===== src/rtl/branch_resolve.sv =====
// Branch resolution queue: tracks predicted directions until execute resolves them.
// Optional saturating mispredict counter enabled by BRANCH_RESOLVE_MISPREDICT_COUNT_EN.
module branch_resolve #(
  parameter int DEPTH = 4,
  parameter int CNTW  = 8
) (
  input  logic            clk,
  input  logic            reset,
  input  logic            pred_valid,
  input  logic            pred_taken,
  output logic            pred_ready,
  input  logic            res_valid,
  input  logic            res_taken,
  output logic            update,
  output logic            taken,
  output logic            mispredict,
  output logic            empty,
  output logic            full,
  output logic            res_err,
  output logic [CNTW-1:0] mispredict_count
);

  localparam int AW = $clog2(DEPTH);
  localparam logic [AW:0] PTR_ONE = 1;

  logic [DEPTH-1:0] q;
  logic [AW:0]      wr_ptr;
  logic [AW:0]      rd_ptr;
  logic             head;
  logic             push;
  logic             pop;
  logic             miss;

  // Extra MSB on the pointers separates full from empty.
  assign empty = (wr_ptr == rd_ptr);
  assign full  = (wr_ptr[AW] != rd_ptr[AW]) &&
                 (wr_ptr[AW-1:0] == rd_ptr[AW-1:0]);

  assign pred_ready = !full;
  assign head = q[rd_ptr[AW-1:0]];
  assign push = pred_valid && pred_ready;
  assign pop  = res_valid && !empty;
  assign miss = pop && (res_taken != head);

  always_ff @(posedge clk or posedge reset) begin
    if (reset) begin
      q      <= '0;
      wr_ptr <= '0;
      rd_ptr <= '0;
    end else if (miss) begin
      // Wrong path: drop every younger entry and any same-cycle push.
      rd_ptr <= wr_ptr;
    end else begin
      if (push) begin
        q[wr_ptr[AW-1:0]] <= pred_taken;
        wr_ptr <= wr_ptr + PTR_ONE;
      end
      if (pop) begin
        rd_ptr <= rd_ptr + PTR_ONE;
      end
    end
  end

  always_ff @(posedge clk or posedge reset) begin
    if (reset) begin
      update     <= 1'b0;
      taken      <= 1'b0;
      mispredict <= 1'b0;
      res_err    <= 1'b0;
    end else begin
      update     <= pop;
      taken      <= pop && res_taken;
      mispredict <= miss;
      if (res_valid && empty) begin
        res_err <= 1'b1;
      end
    end
  end

`ifdef BRANCH_RESOLVE_MISPREDICT_COUNT_EN
  localparam logic [CNTW-1:0] CNT_ONE = 1;

  logic [CNTW-1:0] cnt;

  always_ff @(posedge clk or posedge reset) begin
    if (reset) begin
      cnt <= '0;
    end else if (mispredict && (cnt != '1)) begin
      cnt <= cnt + CNT_ONE;
    end
  end

  assign mispredict_count = cnt;
`else
  assign mispredict_count = '0;
`endif

endmodule


===== config.mk =====
export PLATFORM = sky130hd
export DESIGN_NAME = branch_resolve
export DESIGN_NICKNAME = d
export VERILOG_FILES = /design/src/rtl/branch_resolve.sv
export SDC_FILE = /design/constraint.sdc
export NUM_CORES = 1
export LEC_CHECK = 0
export CORE_MARGIN = 3
export CORE_UTILIZATION = 40
export DETAILED_ROUTE_END_ITERATION = 10
export GPL_ROUTABILITY_DRIVEN = 0
export PLACE_DENSITY_LB_ADDON = 0.15
export SYNTH_ARGS = -nofsm -noshare
export SYNTH_HDL_FRONTEND = slang
export SYNTH_SLANG_ARGS = --single-unit

===== constraint.sdc =====
create_clock -name clk -period 2 [get_ports clk]
set_input_delay 0.2 -clock clk [delete_from_list [all_inputs] [get_ports clk]]
set_output_delay 0.2 -clock clk [all_outputs]
set_load 0.01 [all_outputs]

==> out/results.txt, run 1 <==
highest-count cells in the layout ignoring fill and taps -> sky130_fd_sc_hd__dfrtp_1, sky130_fd_sc_hd__clkdlybuf4s50_1, sky130_fd_sc_hd__buf_4, sky130_fd_sc_hd__conb_1
Clock Tree Root -> sky130_fd_sc_hd__clkbuf_4
effective utilization at floorplan -> 43.3%
global-route wire length before repair -> 2390 um
per-cell via count in the routed design -> 4.52
global-route usage over all layers -> 12.1%
Reg clk slew, reported paths -> 90 ps
hold-fix buffers at CTS -> 0
clk sink count -> 14
Area after DPL -> 1040 sq um
path category of the worst min-delay check -> input port to asynchronous set/reset pin
number of antenna violations at the first check in global routing -> 0
total CTS buffers -> 3
dominant combinational cell family by area after synthesis -> multiplexers
upper clock frequency limit -> 0.496 GHz
endpoint type of the worst setup path -> flip-flop
average wire per standard cell -> 12.7 um
Seq/Total Area, Yosys -> 40.1%
Chip Height -> 52.8 um
element type at the critical path start -> flip-flop
Port Buf Inserts -> 12
Final period util -> 101%
compound-gate portion of the synthesized area -> 10.7%
Antenna Violating Nets Remaining -> 0
Congestion Overflow GR -> 0
final wirelength -> 1660 um
minimum period implied by the final worst setup slack -> 2020 ps
setup repair after global routing missed its margin -> yes
run status -> finished, violations left
core box area -> 2020 sq um
Worst Tran Pin Value -> 549 ps
HPWL after DPL -> 1170 um
power density cells -> 1770 nW/um^2
Req. time, crit path -> 2150 ps
final net count -> 115
Non-Filler Cell Area, Final -> 1180 sq um
maximum number of pins on one net before global-route repair -> 15
first-pass iteration count of the detailed router -> 4
multiplexer area fraction after synthesis -> 12.9%
io pins -> 21
leading cell type in the layout, fill and taps excluded -> sky130_fd_sc_hd__dfrtp_1
Simple-Gate Fraction of Synth Area -> 9.16%
Crit path arrival time -> 2170 ps
Power, Total -> 2090 uW
die area -> 2780 sq um
number of pins exceeding their max-slew limit in the final report -> 0
routed vias -> 588
leakage power figure -> 0.000551 uW
distinct cell type count after synthesis -> 29
main flop type after synthesis -> sky130_fd_sc_hd__dfrtp_1
largest vdd supply drop -> 0.799 mV
worst max-slew margin expressed relative to the limit -> 63.3%
Starting DRT DRC Count -> 7
Yosys warnings -> 0
xor/xnor cell area share of the yosys netlist -> 8.87%
worst setup path category -> flip-flop to flip-flop
flip-flop and latch count after synthesis -> 14
Fin Clk Skew -> 6.91 ps
Avg Synthesized Cell Area -> 11.5 sq um
final setup fails -> 1
critical path fanouts, max -> 6
number of buffers on the longest clock path -> 2
share of synthesized registers carrying an async set or reset -> 100%
violations in the final reports -> negative setup slack
via count of the first global-routing pass -> 525
Setup WS post-layout -> -17.5 ps
number of antenna cells inserted -> 0
width of the die -> 52.8 um
clock latency on the worst-skew pair -> 280 ps
number of max-cap violations -> 0
fraction of final layout cells with drive strength greater than 1 -> 35.0%
cell area after synthesis -> 875 sq um
area share of fa/ha/maj cells after synthesis -> 7.15%
number of synthesized flops with an enable pin -> 0
level count of the clock H-tree -> 1
row cnt -> 16
number of hold-slack violations in the final timing report -> 0
TritonCTS clock tree -> yes
synth-to-layout area growth -> 34.6%
DRC errors left -> 0
fin util -> 58.2%
Syn Inst Count -> 76
routing by layer:
layer	vias up	wire [um]	GRT usage (%)
li1	291	-	-
met5	-	0	0
met3	2	75	2.56
met1	279	784	14.8
met2	16	789	20.2
met4	0	6	5.11
logic make-up after synthesis:
logic type | count (synthesis)
other | 1
buffers and inverters | 15
xor gates and xnor gates | 8
DFF | 14
and+or+nand+nor | 13
AOI/OAI and AO/OA | 10
adders and majority gates | 5
muxes | 10
final timing paths:
kind / to / cells after the start / slack (ps) / startpoint
worst max-delay path: rd_ptr[2] / 9 / -20 / rd_ptr[0]
worst min-delay path: res_err / 2 / 260 / reset
worst max register to register: rd_ptr[2] / 9 / -20 / rd_ptr[0]
worst min register to register: res_err / 1 / 460 / res_err
max in group asynchronous: wr_ptr[1] / 2 / 1350 / reset
min in group clk: res_err / 1 / 460 / res_err
report_power, final:
group / switching (uW) / total [uW] / internal [uW]
logic: 617 / 1350 / 736
clock network: 93.6 / 204 / 111
registers: 106 / 532 / 426
synthesized netlist by cell type (2+ instances only):
cell type                  n  area (sq um)
sky130_fd_sc_hd__a22oi_1   2          15.0
sky130_fd_sc_hd__buf_4     8          60.1
sky130_fd_sc_hd__dfrtp_1  14           350
sky130_fd_sc_hd__o31ai_1   2          15.0
sky130_fd_sc_hd__mux2i_1   3          30.0
sky130_fd_sc_hd__xor2_1    5          43.8
sky130_fd_sc_hd__nor3b_1   3          22.5
sky130_fd_sc_hd__xnor2_1   2          17.5
sky130_fd_sc_hd__ha_1      5          62.6
sky130_fd_sc_hd__inv_1     6          22.5
sky130_fd_sc_hd__nor2_1    2          7.51
sky130_fd_sc_hd__nand2_1   2          7.51
sky130_fd_sc_hd__o21ai_0   2          10.0
sky130_fd_sc_hd__mux2_1    5          56.3
flip-flops by register name (all words and copies together) (netlist names):
signal      cells
mispredict      1
wr_ptr          3
taken           1
update          1
rd_ptr          3
res_err         1
q               4
final cells by class:
cell class / instances / area, sq um
Timing Repair Buffer: 25 / 226
Multi-Input combinational cell: 54 / 505
Clock buffer: 4 / 36.3
Inverter: 6 / 22.5
Sequential cell: 14 / 353
Tap cell: 27 / 33.8
Fill cell: 178 / 845
critical path, cell delays in order, from the launching register on:
cell and delay, ps:
sky130_fd_sc_hd__dfrtp_1 380, sky130_fd_sc_hd__buf_6 120, sky130_fd_sc_hd__mux2i_1 180, sky130_fd_sc_hd__buf_4 140, sky130_fd_sc_hd__mux2_4 300, sky130_fd_sc_hd__a211oi_4 210
sky130_fd_sc_hd__buf_6 170, sky130_fd_sc_hd__buf_6 110, sky130_fd_sc_hd__mux2i_1 180, sky130_fd_sc_hd__a22oi_1 90
metrics by stage:
step / TNS [ps] / worst slack, ps / hold WS, ps / cells
6_report: -17.5 / -17.5 / 262 / 130
5_1_grt: -243 / -77.0 / 280 / 130
4_1_cts: -43.1 / -26.4 / 279 / 127
3_5_place_dp: -128 / -44.1 / 442 / 120
3_3_place_gp: 0 / 1.55 / 443 / 120
2_1_floorplan: 0 / 39.5 / 89.2 / 83
timing repair:
action                                  4_1_cts  5_1_grt
endpoints found under the setup margin        3        8
setup buffers                                 3        3
gates cloned                                  0        0
pin swaps                                     1        2
gates resized for setup                       4       14
Power figures use the tool's default switching activity.
==> inputs of run 2 (changes only) <==
- REMOVE_ABC_BUFFERS: not set -> 1
==> run 2 against run 1 <==
Net effect: the flow now finishes without violations; non-clock buffer count increased by 1; combinational power about the same; sequential cell count did not move; first-iteration DRC count is 43% lower; critical path depth is 2 lower; wire length down 2.9%; clock skew down 2.2 ps; setup slack improved by 49 ps; fmax increased by 2.5%; register-to-register slack better by 50 ps; final area is 2.7% higher; critical path type unchanged.
==> out/results.txt, run 2 (same netlist as run 1, synthesis figures left out) <==
run status -> finished, final reports clean
level count of the clock H-tree -> 1 (unchanged)
hold-fix buffers at CTS -> 0 (unchanged)
endpoint type of the worst setup path -> flip-flop
die area -> 2780 sq um (unchanged)
power density cells -> 1770 nW/um^2 (-0.24%)
Reg clk slew, reported paths -> 80 ps (about the same)
number of hold-slack violations in the final timing report -> 0 (unchanged)
clk sink count -> 14 (unchanged)
clock latency on the worst-skew pair -> 280 ps (about the same)
effective utilization at floorplan -> 43.3% (unchanged)
via count of the first global-routing pass -> 597 (+14%)
fraction of final layout cells with drive strength greater than 1 -> 37.5% (+2.5 points)
worst setup path startpoint -> rd_ptr[0]
global-route wire length before repair -> 2630 um (+10%)
final setup fails -> 0 (-1)
total CTS buffers -> 3 (unchanged)
width of the die -> 52.8 um (unchanged)
DRC errors left -> 0 (unchanged)
final wirelength -> 1610 um (-2.9%)
leakage power figure -> 0.000572 uW (+3.8%)
combined buffer and inverter count along the critical path -> 2 (-2)
fin util -> 59.8% (+1.5 points)
final net count -> 116 (+0.87%)
number of buffers on the longest clock path -> 2 (unchanged)
Antenna Violating Nets Remaining -> 0 (unchanged)
per-cell via count in the routed design -> 4.51 (-0.26%)
upper clock frequency limit -> 0.508 GHz (+2.5%)
met3 global-route usage -> 5.98% (+3.4 points)
CP delay by family, top -> multiplexers
minimum period implied by the final worst setup slack -> 1970 ps (-49.3 ps)
Final period util -> 98.4% (-2.5 points)
core box area -> 2020 sq um (unchanged)
critical path fanouts, max -> 4 (-2)
worst setup path category -> flip-flop to flip-flop
largest vdd supply drop -> 0.836 mV (+4.6%)
Congestion Overflow GR -> 0 (unchanged)
Fin Clk Skew -> 4.75 ps (-2.16 ps)
ordered cell list for the critical path -> buf_6 -> mux2i_4 -> mux2_4 -> a211oi_4 -> buf_4 -> nor3b_2 -> mux2_1
path category of the worst min-delay check -> input port to asynchronous set/reset pin
launching point of the worst reg2reg path -> rd_ptr[0]
io pins -> 21 (unchanged)
highest-count cells in the layout ignoring fill and taps -> sky130_fd_sc_hd__dfrtp_1, sky130_fd_sc_hd__buf_4, sky130_fd_sc_hd__clkdlybuf4s50_1, sky130_fd_sc_hd__conb_1, sky130_fd_sc_hd__inv_1
Chip Height -> 52.8 um (unchanged)
Starting DRT DRC Count -> 4 (-3)
layer with the highest usage after global routing -> met2
Req. time, crit path -> 2170 ps (+20 ps)
routed vias -> 591 (+0.51%)
TritonCTS clock tree -> yes
register with the most flip-flops -> q
Clock Tree Root -> sky130_fd_sc_hd__clkbuf_4
global-route usage over all layers -> 13.7% (+1.6 points)
HPWL after DPL -> 1210 um (+3.6%)
Crit path arrival time -> 2140 ps (-30 ps)
number of pins exceeding their max-slew limit in the final report -> 0 (unchanged)
met2 Resource Use GR -> 23.1% (+2.9 points)
element type at the critical path start -> flip-flop
number of antenna cells inserted -> 0 (unchanged)
max FFs per register -> 4 (unchanged)
average wire per standard cell -> 12.3 um (-3.6%)
final worst hold slack -> 253 ps (-9.00 ps)
cell with the biggest individual delay on the critical path -> sky130_fd_sc_hd__dfrtp_2
number of antenna violations at the first check in global routing -> 0 (unchanged)
Worst Tran Pin Value -> 553 ps (+3.79 ps)
number of max-cap violations -> 0 (unchanged)
largest registers ranked by flip-flop count -> q (4), rd_ptr (3), wr_ptr (3)
worst setup slack for register-to-register paths -> 30 ps (+50 ps)
first-pass iteration count of the detailed router -> 6 (+2)
leading cell type in the layout, fill and taps excluded -> sky130_fd_sc_hd__dfrtp_1
row cnt -> 16 (unchanged)
Port Buf Inserts -> 12 (unchanged)
worst max-slew margin expressed relative to the limit -> 63.1% (-0.25 points)
maximum number of pins on one net before global-route repair -> 15 (unchanged)
setup repair after global routing missed its margin -> yes
biggest cell delay along the critical path -> 420 ps (+40 ps)
synth-to-layout area growth -> 38.2%
met1 usage -> 14.9% (+0.019 points)
## run 2: through the flow
| stage | setup slack [ps] | instances | TNS [ps] | total power [uW] | area [sq um] |
|---|---|---|---|---|---|
| 2_1_floorplan | -14.4 | 74 | -37.3 | 1220 | 830 |
| 3_3_place_gp | -19.8 | 125 | -68.9 | 1700 | 1070 |
| 3_5_place_dp | -56.2 | 125 | -284 | 1720 | 1070 |
| 4_1_cts | 16.5 | 130 | 0 | 2030 | 1150 |
| 5_1_grt | -47.2 | 131 | -220 | 2330 | 1210 |
| 6_report | 31.8 | 131 | 0 | 2140 | 1210 |
## run 2: worst reg2reg max path, cell delays in order (launching register included)
cell,delay [ps]
sky130_fd_sc_hd__dfrtp_2,420
sky130_fd_sc_hd__buf_6,140
sky130_fd_sc_hd__mux2i_4,240
sky130_fd_sc_hd__mux2_4,330
sky130_fd_sc_hd__a211oi_4,190
sky130_fd_sc_hd__buf_4,180
sky130_fd_sc_hd__nor3b_2,50
sky130_fd_sc_hd__mux2_1,310
## run 2: path summary, 6_finish.rpt
kind | to | cells after the start
max | q[2] | 7
min | taken | 2
max reg2reg | q[2] | 7
min reg2reg | res_err | 1
max in group asynchronous | rd_ptr[0] | 2
min in group clk | res_err | 1
## run 2: power by group
group,internal [uW],total (uW),leakage [uW],switching [uW]
combinational,774,1380,0.000388,606
sequential,426,556,0.000163,130
clock,111,203,0.0000210,92.3
## run 2: area by class of cell
class	instances	area, sq um
multi-input cells	54	527
repair buffers	26	236
well taps	27	33.8
inverters	6	22.5
fillers	169	813
clock buffers	4	36.3
flip-flops and latches	14	353
## run 2: what timing repair did
| action | 4_1_cts | 5_1_grt |
|---|---|---|
| resized for setup | 10 | 13 |
| cloned | 0 | 1 |
| buffers inserted | 1 | 0 |
| pin swaps | 0 | 3 |
| endpoints found under the setup margin | 9 | 8 |
## run 2: metal layers
layer,vias up,share of wire [%]
met5,-,0
met4,0,1.7
met3,4,5.7
met2,16,51
met1,279,42
li1,292,-
